==> src/rtl/hazard_stall_unit_pkg.sv <==
// Shared CPU definitions: divider sequencer state encoding and default divider latency.
package CPU_Defines;

    typedef enum logic [1:0] {
        IDLE = 2'd0,
        BUSY = 2'd1,
        DONE = 2'd2
    } DivState;

    localparam int DIV_LAT_DEFAULT = 32;
    localparam int DIV_CNT_W       = 6;

endpackage

==> src/rtl/hazard_stall_unit_div_seq_fsm.sv <==
// Divider sequencer: tracks an in-flight DIV from start pulse to HI/LO write-back pulse.
module div_seq_fsm
    import CPU_Defines::*;
#(
    parameter int DIV_LAT = DIV_LAT_DEFAULT
) (
    input  logic    clk_i,
    input  logic    resetn_i,
    input  logic    flush_i,
    input  logic    start_i,
    output DivState state_o,
    output logic    start_o,
    output logic    busy_o,
    output logic    done_o
);

    // Issue cycle is cycle 0 and BUSY spans cycles 1..DIV_LAT-1, so the counter starts at DIV_LAT-2.
    localparam logic [DIV_CNT_W-1:0] CNT_LOAD = DIV_CNT_W'(DIV_LAT - 2);

    DivState              state_q;
    logic [DIV_CNT_W-1:0] cnt_q;
    logic                 start_q;
    logic                 busy_q;
    logic                 done_q;

    // Sequencer state, counter and registered outputs
    always_ff @(posedge clk_i) begin
        if (!resetn_i || flush_i) begin
            state_q <= IDLE;
            cnt_q   <= '0;
            start_q <= 1'b0;
            busy_q  <= 1'b0;
            done_q  <= 1'b0;
        end else begin
            case (state_q)
                IDLE: begin
                    if (start_i) begin
                        state_q <= BUSY;
                        cnt_q   <= CNT_LOAD;
                        start_q <= 1'b1;
                        busy_q  <= 1'b1;
                        done_q  <= 1'b0;
                    end else begin
                        state_q <= IDLE;
                        cnt_q   <= '0;
                        start_q <= 1'b0;
                        busy_q  <= 1'b0;
                        done_q  <= 1'b0;
                    end
                end
                BUSY: begin
                    start_q <= 1'b0;
                    busy_q  <= 1'b1;
                    if (cnt_q == '0) begin
                        state_q <= DONE;
                        cnt_q   <= '0;
                        done_q  <= 1'b1;
                    end else begin
                        state_q <= BUSY;
                        cnt_q   <= cnt_q - DIV_CNT_W'(1);
                        done_q  <= 1'b0;
                    end
                end
                DONE: begin
                    state_q <= IDLE;
                    cnt_q   <= '0;
                    start_q <= 1'b0;
                    busy_q  <= 1'b0;
                    done_q  <= 1'b0;
                end
                default: begin
                    state_q <= IDLE;
                    cnt_q   <= '0;
                    start_q <= 1'b0;
                    busy_q  <= 1'b0;
                    done_q  <= 1'b0;
                end
            endcase
        end
    end

    assign state_o = state_q;
    assign start_o = start_q;
    assign busy_o  = busy_q;
    assign done_o  = done_q;

endmodule

==> src/rtl/hazard_stall_unit.sv <==
// ID-stage hazard unit: load-use interlock plus HI/LO / divider structural interlock.
module hazard_stall_unit
    import CPU_Defines::*;
#(
    parameter int DIV_LAT = DIV_LAT_DEFAULT
) (
    input  logic       clk,
    input  logic       resetn,
    input  logic [4:0] ID_rs,
    input  logic [4:0] ID_rt,
    input  logic       ID_UseRs,
    input  logic       ID_UseRt,
    input  logic       ID_IsHiLoRead,
    input  logic       ID_Issue,
    input  logic       ID_IsLoad,
    input  logic       ID_IsDiv,
    input  logic       ID_Wr,
    input  logic [4:0] ID_Dst,
    input  logic       Flush,
    output logic       ID_Stall,
    output logic       DIV_Start,
    output logic       DIV_Busy,
    output logic       DIV_Done
);

    logic       iss_s;
    logic       load_use_s;
    logic       struct_s;
    logic       div_req_s;
    logic       ld_pend_d;
    logic       ld_pend_q;
    logic [4:0] ld_dst_d;
    logic [4:0] ld_dst_q;
    DivState    div_state_s;

    // Stall decode and next load-tracking state; the stall never depends on issue, so no loop
    always_comb begin
        load_use_s = ld_pend_q && ((ID_UseRs && (ID_rs == ld_dst_q)) ||
                                   (ID_UseRt && (ID_rt == ld_dst_q)));
        struct_s   = (div_state_s != IDLE) && (ID_IsHiLoRead || ID_IsDiv);
        ID_Stall   = (load_use_s || struct_s) && !Flush;
        iss_s      = ID_Issue && !ID_Stall && !Flush;
        div_req_s  = iss_s && ID_IsDiv;
        ld_pend_d  = iss_s && ID_IsLoad && ID_Wr && (ID_Dst != 5'd0);
        if (ld_pend_d) begin
            ld_dst_d = ID_Dst;
        end else begin
            ld_dst_d = ld_dst_q;
        end
    end

    // Pending-load tracking register
    always_ff @(posedge clk) begin
        if (!resetn) begin
            ld_pend_q <= 1'b0;
            ld_dst_q  <= 5'd0;
        end else begin
            ld_pend_q <= ld_pend_d;
            ld_dst_q  <= ld_dst_d;
        end
    end

    div_seq_fsm #(
        .DIV_LAT (DIV_LAT)
    ) u_div_seq (
        .clk_i    (clk),
        .resetn_i (resetn),
        .flush_i  (Flush),
        .start_i  (div_req_s),
        .state_o  (div_state_s),
        .start_o  (DIV_Start),
        .busy_o   (DIV_Busy),
        .done_o   (DIV_Done)
    );

endmodule

==> config.mk <==
export PLATFORM = sky130hd
export DESIGN_NAME = hazard_stall_unit
export DESIGN_NICKNAME = d
export VERILOG_FILES = /design/src/rtl/hazard_stall_unit_pkg.sv /design/src/rtl/hazard_stall_unit_div_seq_fsm.sv /design/src/rtl/hazard_stall_unit.sv
export SDC_FILE = /design/constraint.sdc
export NUM_CORES = 1
export LEC_CHECK = 0
export BUFFER_PORTS_ARGS = -buffer_cell sky130_fd_sc_hd__buf_2
export CORE_ASPECT_RATIO = 1.4
export CORE_MARGIN = 2
export CORE_UTILIZATION = 35
export CTS_CLUSTER_SIZE = 30
export DETAILED_ROUTE_END_ITERATION = 7
export HOLD_SLACK_MARGIN = 0.02
export MAX_ROUTING_LAYER = met4
export PLACE_DENSITY = 0.68
export SYNTH_ARGS = -nofsm -noshare
export SYNTH_HDL_FRONTEND = slang
export SYNTH_HIERARCHICAL = 1
export SYNTH_SLANG_ARGS = --single-unit
export TNS_END_PERCENT = 10
==> constraint.sdc <==
create_clock -name clk -period 1.6 [get_ports clk]
set_input_delay 0.24 -clock clk [delete_from_list [all_inputs] [get_ports clk]]
set_output_delay 0.24 -clock clk [all_outputs]
set_load 0.05 [all_outputs]
==> results.tsv <==
stage	metric	value	unit
critical_path	r2r worst-path depth	9	
die	core area	2360	um2
cts	hold buffer count at cts	0	
hold_path	Worst Hold Depth	3	
cts	TritonCTS Sinks	17	
timing	Final WS setup	-206	ps
logic_synthesis	asr flop ratio synth	0	
logic_synthesis	top post-synthesis cells by count	17 x dfxtp_1, 16 x nand2_1, 12 x xnor2_1	
die	Die Width	45.8	um
die	row cnt	21	
critical_path	Critical Path Sink Type	flip-flop	
cts	Worst-path clk slew	100	ps
routing	final antenna-violating net count	0	
logic_synthesis	synth top area cells	dfxtp_1 40%, xnor2_1 12%, nand2_1 7.0%	
logic_synthesis	top-count cell post-synth	dfxtp_1	
final_layout	final instance area	1180	um2
timing	Slew headroom	0.821	
logic_synthesis	Yosys warning count	6	
flow_run	max capacitance violation total	0	
timing	final hold vios	0	
routing	Avg WL per Cell	12.8	um
hold_path	Hold Crit Endpoint	ld_dst_q[0]	
timing	Worst-Margin Slew	267	ps
die	Starting Density	0.362	
critical_path	Worst R2R Start	ld_dst_q[4]	
logic_synthesis	post-synth cell types	28	
placement	GP Congestion	0.852	
logic_synthesis	main flop type after synthesis	dfxtp_1	
final_layout	fillers	214	
routing	final WL	1.98	mm
final_layout	ANT cells	0	
power_and_ir_drop	Leak	0.000570	uW
hold_path	Hold Path Class	input pin to flip-flop	
timing	final hold slack	186	ps
logic_synthesis	synthesized area	856	um2
logic_synthesis	Seq cells post-synth	17	
timing	RSZ-0062 raised after global routing	true	
logic_synthesis	syn_area_per_cell	9.10	um2
global_route	largest net degree at the start of global routing	14	
logic_synthesis	Mapped Cells	94	
logic_synthesis	Post-synth EDFFs	0	
critical_path	flop2flop setup slack	-210	ps
routing	vias per cell	5.20	
critical_path	max incr delay on CP	380	ps
die	die area	2860	um2
timing	Slew Limit Fails	0	
placement	port bufs	28	
logic_synthesis	area share of the largest cell type after synthesis	0.398	
final_layout	# nets final	159	
power_and_ir_drop	Power Density	677	nW/um2
run_status	failing checks	setup timing	
timing	Final period util	1.13	
placement	Placed Area	1050	um2
final_layout	layout cells sized above 1	0.443	
routing	via count	801	
global_route	vias in the first global route	794	
cts	CTS tree	yes	
cts	CTS Root Cell	clkbuf_4	
critical_path	Critical-path top delay cell	dfxtp_4	
power_and_ir_drop	worst vdd ir	0.426	mV
critical_path	Worst R2R End	u_div_seq/cnt_q[2]	
critical_path	CP Cell Sequence	xnor2_2 > nand4_1 > o221a_2 > and3b_1 > and2_4 > nor3b_4 > buf_4 > nand2_2 > o31ai_1	
critical_path	critical path type	flip-flop to flip-flop	
die	Die H	62.5	um
critical_path	critical path startpoint category	flip-flop	
timing	Setup violations, final	7	
cts	htree depth	1	
global_route	grt total ovfl	0	
cts	clock latency on the worst-skew pair	290	ps
cts	total CTS buffers	3	
cts	Clock Path Buffers	2	
global_route	first-pass GRT wire length	2.95	mm
global_route	initial antenna violation count	0	
run_status	status	finished with violations	
die	# IOs	29	
logic_synthesis	post-synth net total	121	
timing	clk_skew	5.23	ps
critical_path	Required @ worst endpoint	1780	ps
hold_path	hold_sp	ID_Dst[0]	
timing	Tmin final	1810	ps
logic_synthesis	sequential area share after synthesis	0.398	
placement	DP HPWL	1.54	mm
timing	Fmax achieved	0.554	GHz
routing	Starting DRT DRC Count	12	
final_layout	area grow syn2layout	37.9	%
critical_path	critical path data arrival time	1990	ps
global_route	GR Util All Layers	0.142	
routing	DRT Pass-1 Iters	4	
critical_path	crit path max fanout	4	
logic_synthesis	area leader, netlist	dfxtp_1	
routing	DRC	0	
-- metal layers --
layer,up-vias,global-route usage,share of wire
met5,-,-,0
met1,363,0.133,0.39
met2,37,0.259,0.52
li1,395,-,-
met4,0,0.0714,0.022
met3,6,0.0202,0.066
-- where the power goes --
group          switching (uW)  total, uW  internal [uW]
sequential               6.53        434            427
combinational            62.0        130           68.1
clock                     139        234           95.1
-- logic make-up after synthesis --
logic type                 share of synthesized area
AOI/OAI and AO/OA                             0.0906
adders and majority gates                     0.0292
xor gates and xnor gates                       0.133
and+or+nand+nor                                0.269
buffers and inverters                         0.0219
DFF                                            0.398
muxes                                         0.0585
-- worst max path at each step --
stage	endpoint	startpoint	slack (ps)
floorplan	u_div_seq/cnt_q[4]	ld_dst_q[1]	-140
global placement	u_div_seq/cnt_q[4]	ld_dst_q[4]	-180
detailed placement	u_div_seq/cnt_q[4]	ld_dst_q[1]	-230
CTS	ID_Stall	ld_dst_q[4]	-210
global route	ID_Stall	ld_dst_q[1]	-270
finish	u_div_seq/cnt_q[2]	ld_dst_q[4]	-210
-- worst max-delay path: cells and delay by family (launching register included) --
family	cells	cell delay (ps)
buf+inv	1	130
simple gates	5	690
compound gates	2	370
xor+xnor	1	130
flops	1	380
-- layout make-up --
type                    instances  area (um2)  share of cell area
flip-flops and latches         17         352               0.298
multi-input cells              72         559               0.474
inverters                       4        15.0              0.0127
clock inverters                 1        7.51             0.00636
clock buffers                   3        22.5              0.0191
repair buffers                 34         195               0.165
well taps                      23        28.8              0.0244
-- through the flow --
stage	util	setup TNS, ps	total power (uW)	setup WS [ps]	std cells
floorplan	-	-549	508	-136	94
global placement	0.446	-960	556	-185	148
detailed placement	0.446	-1290	558	-232	148
CTS	0.493	-772	807	-210	153
global route	0.499	-2000	838	-266	154
finish	0.499	-1180	799	-206	154
-- flip-flops by register name (all words and copies together) (netlist names) --
signal,cells
ld_dst_q,5
ld_pend_q,1
u_div_seq/busy_o,1
u_div_seq/cnt_q,6
u_div_seq/done_o,1
u_div_seq/start_o,1
u_div_seq/state_o,2
-- what timing repair did --
action                                  CTS  global route
buffers inserted                          1             1
pin swaps                                10             1
endpoints found under the setup margin    8            13
gates resized for setup                  19             1
-- cell usage in the layout (no fill, tap or decap), drive strengths merged, types with 2 or more instances in the layout --
cell type / n
nand2: 16
nor2: 11
dfxtp: 17
nor3: 2
inv: 4
clkbuf: 3
nand3: 4
and2: 2
o31ai: 2
ha: 2
nand4: 2
buf: 34
xnor2: 12
mux2i: 5
Note: power is estimated with default switching activity, not from simulation.
